### src/rtl/fifo_pkg.sv
// fifo_pkg: shared constants for the output-buffer FIFO.
// Default word/pointer widths and a depth helper.
package fifo_pkg;

    localparam int FIFO_DW = 8;
    localparam int FIFO_AW = 7;

    function automatic int fifo_depth(input int aw);
        return 1 << aw;
    endfunction

    localparam int FIFO_DEPTH = fifo_depth(FIFO_AW);

endpackage

### src/rtl/fifo_buffer_if.sv
// fifo_buffer_if: writer/reader bundle of the output-buffer FIFO.
// master drives clear/w_en/data_in/r_en; slave drives data and status.
interface fifo_buffer_if
    import fifo_pkg::*;
#(
    parameter int DATA_WIDTH = FIFO_DW,
    parameter int ADDR_WIDTH = FIFO_AW
);
    logic                  clear;
    logic                  w_en;
    logic [DATA_WIDTH-1:0] data_in;
    logic                  r_en;
    logic [DATA_WIDTH-1:0] data_out;
    logic                  r_valid;
    logic                  full;
    logic                  empty;
    logic                  almost_full;
    logic                  almost_empty;
    logic [ADDR_WIDTH:0]   count;
    logic                  overflow;
    logic                  underflow;

    modport master (
        output clear, w_en, data_in, r_en,
        input  data_out, r_valid, full, empty,
        input  almost_full, almost_empty, count,
        input  overflow, underflow
    );

    modport slave (
        input  clear, w_en, data_in, r_en,
        output data_out, r_valid, full, empty,
        output almost_full, almost_empty, count,
        output overflow, underflow
    );

endinterface

### src/rtl/fifo_mem.sv
// fifo_mem: dual-port storage, clocked write, combinational read.
// Ports: clk, i_w_en/i_waddr/i_wdata (write), i_raddr -> o_rdata.
module fifo_mem #(
    parameter int DATA_WIDTH = 8,
    parameter int ADDR_WIDTH = 7
) (
    input  logic                  clk,
    input  logic                  i_w_en,
    input  logic [ADDR_WIDTH-1:0] i_waddr,
    input  logic [DATA_WIDTH-1:0] i_wdata,
    input  logic [ADDR_WIDTH-1:0] i_raddr,
    output logic [DATA_WIDTH-1:0] o_rdata
);

    logic [DATA_WIDTH-1:0] r_mem [2**ADDR_WIDTH];

    always_ff @(posedge clk) begin
        if (i_w_en) begin
            r_mem[i_waddr] <= i_wdata;
        end
    end

    assign o_rdata = r_mem[i_raddr];

endmodule

### src/rtl/fifo_buffer.sv
// fifo_buffer: single-clock FIFO with count, flags and sticky errors.
// Ports: clk, n_rst (async low), bus (fifo_buffer_if.slave).
module fifo_buffer
    import fifo_pkg::*;
#(
    parameter int DATA_WIDTH = FIFO_DW,
    parameter int ADDR_WIDTH = FIFO_AW,
    parameter int AF_LEVEL   = fifo_depth(ADDR_WIDTH) - 4,
    parameter int AE_LEVEL   = 4
) (
    input  logic         clk,
    input  logic         n_rst,
    fifo_buffer_if.slave bus
);

    localparam int CW = ADDR_WIDTH + 1;
    localparam logic [CW-1:0] C_DEPTH = CW'(fifo_depth(ADDR_WIDTH));
    localparam logic [CW-1:0] C_AF    = CW'(AF_LEVEL);
    localparam logic [CW-1:0] C_AE    = CW'(AE_LEVEL);

    logic [ADDR_WIDTH-1:0] r_wptr;
    logic [ADDR_WIDTH-1:0] r_rptr;
    logic [CW-1:0]         r_count;
    logic [DATA_WIDTH-1:0] r_data_out;
    logic                  r_valid;
    logic                  r_ovf;
    logic                  r_unf;

    logic                  w_full;
    logic                  w_empty;
    logic                  w_rd_ok;
    logic                  w_wr_ok;
    logic                  w_mem_we;
    logic [DATA_WIDTH-1:0] w_rdata;

    assign w_full  = (r_count == C_DEPTH);
    assign w_empty = (r_count == '0);

    // A full FIFO still takes a write when a read frees a slot
    // on the same edge; an empty one never honours a read.
    assign w_rd_ok  = bus.r_en && !w_empty;
    assign w_wr_ok  = bus.w_en && (!w_full || w_rd_ok);
    assign w_mem_we = w_wr_ok && !bus.clear;

    fifo_mem #(
        .DATA_WIDTH (DATA_WIDTH),
        .ADDR_WIDTH (ADDR_WIDTH)
    ) u_mem (
        .clk     (clk),
        .i_w_en  (w_mem_we),
        .i_waddr (r_wptr),
        .i_wdata (bus.data_in),
        .i_raddr (r_rptr),
        .o_rdata (w_rdata)
    );

    always_ff @(posedge clk or negedge n_rst) begin
        if (!n_rst) begin
            r_wptr     <= '0;
            r_rptr     <= '0;
            r_count    <= '0;
            r_data_out <= '0;
            r_valid    <= 1'b0;
            r_ovf      <= 1'b0;
            r_unf      <= 1'b0;
        end else if (bus.clear) begin
            r_wptr  <= '0;
            r_rptr  <= '0;
            r_count <= '0;
            r_valid <= 1'b0;
            r_ovf   <= 1'b0;
            r_unf   <= 1'b0;
        end else begin
            r_valid <= w_rd_ok;
            if (w_wr_ok) begin
                r_wptr <= r_wptr + ADDR_WIDTH'(1);
            end
            if (w_rd_ok) begin
                r_rptr     <= r_rptr + ADDR_WIDTH'(1);
                r_data_out <= w_rdata;
            end
            if (w_wr_ok && !w_rd_ok) begin
                r_count <= r_count + CW'(1);
            end else if (w_rd_ok && !w_wr_ok) begin
                r_count <= r_count - CW'(1);
            end
            if (bus.w_en && !w_wr_ok) begin
                r_ovf <= 1'b1;
            end
            if (bus.r_en && !w_rd_ok) begin
                r_unf <= 1'b1;
            end
        end
    end

    assign bus.data_out     = r_data_out;
    assign bus.r_valid      = r_valid;
    assign bus.count        = r_count;
    assign bus.full         = w_full;
    assign bus.empty        = w_empty;
    assign bus.almost_full  = (r_count >= C_AF);
    assign bus.almost_empty = (r_count <= C_AE);
    assign bus.overflow     = r_ovf;
    assign bus.underflow    = r_unf;

endmodule
### src/flat_wrapper.sv
// flat-port wrapper written by rule: the top's interface ports become plain ports
module fifo_buffer_flat import fifo_pkg::*;
#(
    parameter int DATA_WIDTH = FIFO_DW,
    parameter int ADDR_WIDTH = FIFO_AW,
    parameter int AF_LEVEL   = fifo_depth(ADDR_WIDTH) - 4,
    parameter int AE_LEVEL   = 4
)
  (clk, n_rst, bus_clear, bus_w_en, bus_data_in, bus_r_en, bus_data_out, bus_r_valid, bus_full, bus_empty, bus_almost_full, bus_almost_empty, bus_count, bus_overflow, bus_underflow);
  fifo_buffer_if #(.DATA_WIDTH(DATA_WIDTH), .ADDR_WIDTH(ADDR_WIDTH)) bus_i ();
  input  logic clk;
  input  logic n_rst;
  input wire logic [$bits(bus_i.clear)-1:0] bus_clear;
  input wire logic [$bits(bus_i.w_en)-1:0] bus_w_en;
  input wire logic [$bits(bus_i.data_in)-1:0] bus_data_in;
  input wire logic [$bits(bus_i.r_en)-1:0] bus_r_en;
  output wire logic [$bits(bus_i.data_out)-1:0] bus_data_out;
  output wire logic [$bits(bus_i.r_valid)-1:0] bus_r_valid;
  output wire logic [$bits(bus_i.full)-1:0] bus_full;
  output wire logic [$bits(bus_i.empty)-1:0] bus_empty;
  output wire logic [$bits(bus_i.almost_full)-1:0] bus_almost_full;
  output wire logic [$bits(bus_i.almost_empty)-1:0] bus_almost_empty;
  output wire logic [$bits(bus_i.count)-1:0] bus_count;
  output wire logic [$bits(bus_i.overflow)-1:0] bus_overflow;
  output wire logic [$bits(bus_i.underflow)-1:0] bus_underflow;
  assign bus_i.clear = bus_clear;
  assign bus_i.w_en = bus_w_en;
  assign bus_i.data_in = bus_data_in;
  assign bus_i.r_en = bus_r_en;
  assign bus_data_out = bus_i.data_out;
  assign bus_r_valid = bus_i.r_valid;
  assign bus_full = bus_i.full;
  assign bus_empty = bus_i.empty;
  assign bus_almost_full = bus_i.almost_full;
  assign bus_almost_empty = bus_i.almost_empty;
  assign bus_count = bus_i.count;
  assign bus_overflow = bus_i.overflow;
  assign bus_underflow = bus_i.underflow;
  fifo_buffer #(.DATA_WIDTH(DATA_WIDTH), .ADDR_WIDTH(ADDR_WIDTH), .AF_LEVEL(AF_LEVEL), .AE_LEVEL(AE_LEVEL)) u_core (.clk(clk), .n_rst(n_rst), .bus(bus_i));
endmodule
### config.mk
export PLATFORM = sky130hd
export DESIGN_NAME = fifo_buffer_flat
export DESIGN_NICKNAME = d
export VERILOG_FILES = /design/src/rtl/fifo_pkg.sv /design/src/rtl/fifo_buffer_if.sv /design/src/rtl/fifo_mem.sv /design/src/rtl/fifo_buffer.sv /design/src/flat_wrapper.sv
export SDC_FILE = /design/constraint.sdc
export NUM_CORES = 1
export LEC_CHECK = 0
export ABC_AREA = 1
export CAP_MARGIN = 20
export CORE_MARGIN = 2
export CORE_UTILIZATION = 50
export DETAILED_ROUTE_END_ITERATION = 16
export PLACE_DENSITY = 0.75
export SLEW_MARGIN = 0
export SYNTH_ARGS = -nofsm -noshare
export SYNTH_HDL_FRONTEND = slang
export SYNTH_HIERARCHICAL = 1
export SYNTH_SLANG_ARGS = --single-unit
### constraint.sdc
create_clock -name clk -period 7.25 [get_ports clk]
set_input_delay 1.45 -clock clk [delete_from_list [all_inputs] [get_ports clk]]
set_output_delay 1.45 -clock clk [all_outputs]
set_load 0.02 [all_outputs]
=== After elaboration in Yosys (flattened, before gate mapping) ===
Memory sizes are Yosys's and may differ from the RTL's. A register that Yosys moved wholly into a read port is not among the register bits.
Cells that the tools add are included.

* Flip-flop bits (word level): 25
* Latch bits: 0
* Memory bits (writable): 1,024
* ROM bits: 0
* Input port bits: 13
* Output and inout port bits: 23
* Memories: 1

{| class="wikitable"
|+ Memories
! name !! words !! bits a word !! rd ports !! clocked after memory_dff !! write ports !! line !! source
|-
| u_core.u_mem.r_mem || 128 || 8 || 1 || 1 || 1 || fifo_mem.sv:15 || <nowiki>logic [DATA_WIDTH-1:0] r_mem [2**ADDR_WIDTH];</nowiki>
|}

* Add/subtract/negate cells: 4
* Multiply operators: 0
* Div/mod/pow operators: 0
* Magnitude comparators: 2
* Equal/unequal tests: 1
* Shifts and indexed selects: 0
* Muxes and demuxes: 14
* Bitwise gates (word level): 1
* Reduce and logical (&&, ||, !) cells: 21

{| class="wikitable"
|+ Operators by type and width
! cell !! count
|-
| 2-to-1 mux 7 bit || 4
|-
| 2-to-1 mux 8 bit || 3
|-
| adder 7 x 1 -> 7 bit, second input constant || 2
|-
| adder 8 x 1 -> 8 bit, second input constant || 1
|-
| == test 8 bit, second input constant || 1
|-
| greater-or-equal comparator 8 x 7 -> 1 bit, second input constant || 1
|-
| <= comparator 8 x 3 -> 1 bit, second input constant || 1
|-
| logical NOT 8 bit || 1
|-
| nonzero test 2 bit || 4
|-
| subtractor 8 x 1 -> 8 bit, second input constant || 1
|-
| logical AND 1 bit || 7
|-
| 2-to-1 mux 1 bit || 7
|-
| logical NOT 1 bit || 6
|-
| nonzero test 3 bit || 1
|-
| AND reduction 2 bit || 1
|-
| logical OR 1 bit || 1
|-
| inverter 1 bit || 1
|}

=== Longest topological paths before layout ===
* Depth in word-level cells: 10
* Depth in mapped cells: 16
* Mapped depth without buffers: 13

=== Modules after synthesis ===
The synthesis kept the hierarchy.

{| class="wikitable"
|+ By module, submodules not included
! module !! instances !! cells an instance !! area an instance (µm²) !! seq. area each (µm²)
|-
| fifo_mem || 1 || 3,567 || 41,944.0 || 30,749.5
|-
| fifo_buffer || 1 || 224 || 1,849.3 || 825.8
|}

=== Worst setup path before layout ===
Ideal clock, no wire load.

* Kind: input to register
* Start point: in bus_r_en
* End point: mem u_core.u_mem.r_mem[105][0], enable pin
* Setup time: 0.370 ns
* Data arrival time: 2.893 ns
* Data required time: 6.880 ns
* Setup slack: 3.987 ns
* Cell stages on the path: 8
* Path through: o21ai_4 nand2_2 nand2_4 nor2_2 clkbuf_1 nand2_1 clkbuf_1 nor2_1

* Longest elaborated chain between the ends: 6

{| class="wikitable"
|+ RTL lines
! what !! line !! source
|-
| from (decl) || flat_wrapper.sv:16 || <nowiki>input wire logic [$bits(bus_i.r_en)-1:0] bus_r_en;</nowiki>
|-
| logical AND 1 bit || fifo_buffer.sv:41 || <nowiki>assign w_rd_ok = bus.r_en && !w_empty;</nowiki>
|-
| logical OR 1 bit || fifo_buffer.sv:42 || <nowiki>assign w_wr_ok = bus.w_en && (!w_full || w_rd_ok);</nowiki>
|-
| logical AND 1 bit || fifo_buffer.sv:42 ||
|-
| logical AND 1 bit || fifo_buffer.sv:43 || <nowiki>assign w_mem_we = w_wr_ok && !bus.clear;</nowiki>
|-
| named net u_core.w_mem_we || fifo_buffer.sv:33 || <nowiki>logic w_mem_we;</nowiki>
|-
| 2-to-1 mux 1 bit || fifo_mem.sv:18 || <nowiki>if (i_w_en) begin</nowiki>
|-
| 2-to-1 mux 1 bit (not written as such) || fifo_mem.sv:19 || <nowiki>r_mem[i_waddr] <= i_wdata;</nowiki>
|-
| to (decl) || fifo_mem.sv:15 ||
|}

The timed path passes the listed nets, and every way through them passes these cells.

==> flow_summary.toml <==
[sta]
final.setup_skew_ps = 24.4
report.final.hold_viol_count = 0
achievable-frequency_mhz = 215
finalSetupViolCount = 0
worst_pin_slew_ps = 1280
timing.setup.tns_ps = 0
slew-limit-headroom = 0.147
final.min_clock_period_ps = 4640
fin_crit_sh = 0.640
timing_max_transition_violations_final = 0
setup_repair_after_global_routing_missed_its_margin = "no"

[critical_path]
worstSetupEndpointType = "flip-flop"
path_max_fanout = 96
timing.critical_path.arrival_ps = 5170
required_ps = 7780
setup.worst_path.class = "reg2reg"
crit_path_start_kind = "flip-flop"

[yosys]
synth_top_family_by_area = "simple AND/OR/NAND/NOR gates"
sequential_cell_area_fraction_in_the_yosys_report = 0.721
share_of_the_synthesized_area_in_compound_gates_ao_oa_aoi_oai = 0.00443
post_synth_fa_ha_maj_area_fraction = 0.00274
syn_area_mm2 = 0.0438
synth-simple-area-share = 0.235
synth_nets = 3813
post-synth-top-area-fraction = 0.702
synth-seq-cells = 1057
synth-xor-area-share = 0.00140
post_synth.cell_area_avg_um2 = 11.6
netlist_top_cells_area = "sky130_fd_sc_hd__edfxtp_1, sky130_fd_sc_hd__nand2_1, sky130_fd_sc_hd__nand3_1"
postSynthCellCount = 3791
yosys-mux-area-fraction = 0
synthesis.yosys.warnings = 6
synth_largest_area_cell = "sky130_fd_sc_hd__edfxtp_1"
synth_unique_cells = 38

[flow_run]
drv.max_cap_violation_count = 0

[cts]
cts_buffers = 99
ctsHoldBuffers = 0
clock_tree.htree_level_count = 3
clock_tree_from_tritoncts = "yes"
cts_post_setup_buffers_inserted = 0
clock_sinks = 1057
clk_pin_slew_ps = 60
post_cts.resized_instances = 0
clk_path_buf_depth = 3
insertion_delay_of_the_later_clocked_pin_in_the_worst_skew_pair_ps = 660
root_buffer = "sky130_fd_sc_hd__clkbuf_16"

[routing]
drt_first_pass_iters = 9
detail_route.drc_violations = 0
route.vias.total = 29300
wl_per_cell_um = 22.0
antenna_left = 0
post_drt_via_cell_ratio = 5.90
detailedRoute.firstIterationViolations = 4042
finalWirelength_um = 109000

[die]
floorplan.rows = 108
coreArea_mm2 = 0.0868
num_io_pins = 36
dieHeight_um = 300
floorplan.die.width_um = 300
die_area_mm2 = 0.0900
starting_density_of_the_core = 0.505

[layout]
area_delta_synth_final_pct = 8.72
postLayoutCellArea_mm2 = 0.0476
most-common-layout-cells = "sky130_fd_sc_hd__nand2_1, sky130_fd_sc_hd__edfxtp_1, sky130_fd_sc_hd__nand3_1, sky130_fd_sc_hd__nor2_1, sky130_fd_sc_hd__clkbuf_16"
n_antenna_cell = 0
most_common_cell_after_layout_fill_and_taps_aside = "sky130_fd_sc_hd__nand2_1"
final_nets = 3749
drive_gt1_frac = 0.0541

[place]
place.detailed.hpwl_um = 60800
routabilityCongestion = 0.896
dpl-instance-area_mm2 = 0.0445
port_buffers = 35

[grt]
global_route_wire_length_before_repair_um = 164000
grtUsageTotal = 0.239
overflow = 0
grt_max_degree = 242
first_global_vias = 27700
grt_antenna_before_repair = 1

[pwr]
power_density_mw_per_mm2 = 311
irDropWorstVdd_mv = 0.265
total_leakage_power_uw = 0.0167

[worst_hold_path]
timing.hold.worst.class = "reg2reg"

[status]
outcome = "completed"
report_power, final:
part | internal, uW | leakage, uW | switching [uW]
Sequential | 6770 | 0.00963 | 113
Clock | 2800 | 0.00153 | 2170
Combinational | 807 | 0.00558 | 2130
Total | 10400 | 0.0167 | 4420
layout make-up:
class                      instances  area, um2
tap                             1155       1450
multi-input combinational       2453      10700
fill                            7002      39100
clock buffer                     119       2590
inverter                          48        206
clock inverter                    63        493
sequential                      1057      31600
timing repair buffer              68        598
metrics by stage:
step / hold WS (ps) / std cells / util / total power [uW] / setup WS [ps]
CTS: 497 / 4962 / 0.549 / 14800 / 2780
floorplan: 487 / 3791 / - / 8980 / 3990
finish: 490 / 4963 / 0.549 / 14800 / 2610
global route: 514 / 4963 / 0.549 / 15300 / 2460
global placement: 475 / 4780 / 0.513 / 9830 / 2370
detailed placement: 472 / 4780 / 0.513 / 9860 / 2260
cells by family (layout without fill, tap and decap cells):
family                   Yosys count  after routing
XOR/XNOR                           7              7
adder cells (fa/ha/maj)            9              9
AO/OA/AOI/OAI                     31             31
AND/OR/NAND/NOR                 2406           2406
buffers and inverters            281            298
flip-flops                      1057           1057
path summary, 6_finish.rpt:
path / start / endpoint / slack (ps) / cells past startpoint
setup / recovery: u_core/r_rptr[1]$_DFFE_PN0P_ / u_core/bus.data_out[3]$_DFFE_PN0P_ / 2610 / 13
hold / removal: u_core/bus.data_out[5]$_DFFE_PN0P_ / u_core/bus.data_out[5]$_DFFE_PN0P_ / 490 / 2
setup reg to reg: u_core/r_rptr[1]$_DFFE_PN0P_ / u_core/bus.data_out[3]$_DFFE_PN0P_ / 2610 / 13
hold reg to reg: u_core/bus.data_out[5]$_DFFE_PN0P_ / u_core/bus.data_out[5]$_DFFE_PN0P_ / 490 / 2
max in group asynchronous: n_rst / u_core/r_rptr[1]$_DFFE_PN0P_ / 5700 / 2
min in group asynchronous: n_rst / u_core/bus.count[2]$_DFFE_PN0P_ / 1210 / 2
worst max-delay path, cell delays in order (launching register included):
cell and delay, ps:
sky130_fd_sc_hd__dfrtp_4 1060, sky130_fd_sc_hd__buf_4 970, sky130_fd_sc_hd__buf_4 870, sky130_fd_sc_hd__nand3_1 230
sky130_fd_sc_hd__nand3_1 170, sky130_fd_sc_hd__nand3_1 150, sky130_fd_sc_hd__nand2_1 230, sky130_fd_sc_hd__nand2_1 100
sky130_fd_sc_hd__nand3_1 80, sky130_fd_sc_hd__nand2_1 120, sky130_fd_sc_hd__nand2_1 80, sky130_fd_sc_hd__nand2_1 160
sky130_fd_sc_hd__nand2_1 120, sky130_fd_sc_hd__nand2_1 60
registers in the layout, summed over array words and instances, names as in the netlist:
| name | cells |
|---|---|
| u_core/bus.r_valid | 1 |
| u_core/r_wptr | 7 |
| u_core/bus.count | 8 |
| u_core/bus.overflow | 1 |
| u_core/bus.underflow | 1 |
| u_core/r_rptr | 7 |
| u_core/bus.data_out | 8 |
| u_core/u_mem/r_mem | 1024 |
metal layers:
layer / vias to the layer above / global-route usage / share of wire
met5: - / 0 / 0.000083
met3: 280 / 0.0425 / 0.11
li1: 13200 / - / -
met1: 14100 / 0.329 / 0.39
met2: 1802 / 0.376 / 0.46
met4: 2 / 0.103 / 0.043
cells in the mapped netlist (all sizes together):
master	instances
clkbuf	34
nand3b	2
nor3	9
fa	1
o31ai	2
nand2	1283
inv	47
xnor2	3
nor3b	1
nor2	156
nand3	948
clkinv	1
nand4	7
o21bai	2
edfxtp	1024
buf	199
o21a	2
o22ai	2
a211oi	1
o21ai	13
a21oi	8
ha	8
a22o	1
xor2	4
dfrtp	33
Power figures use the tool's default switching activity.
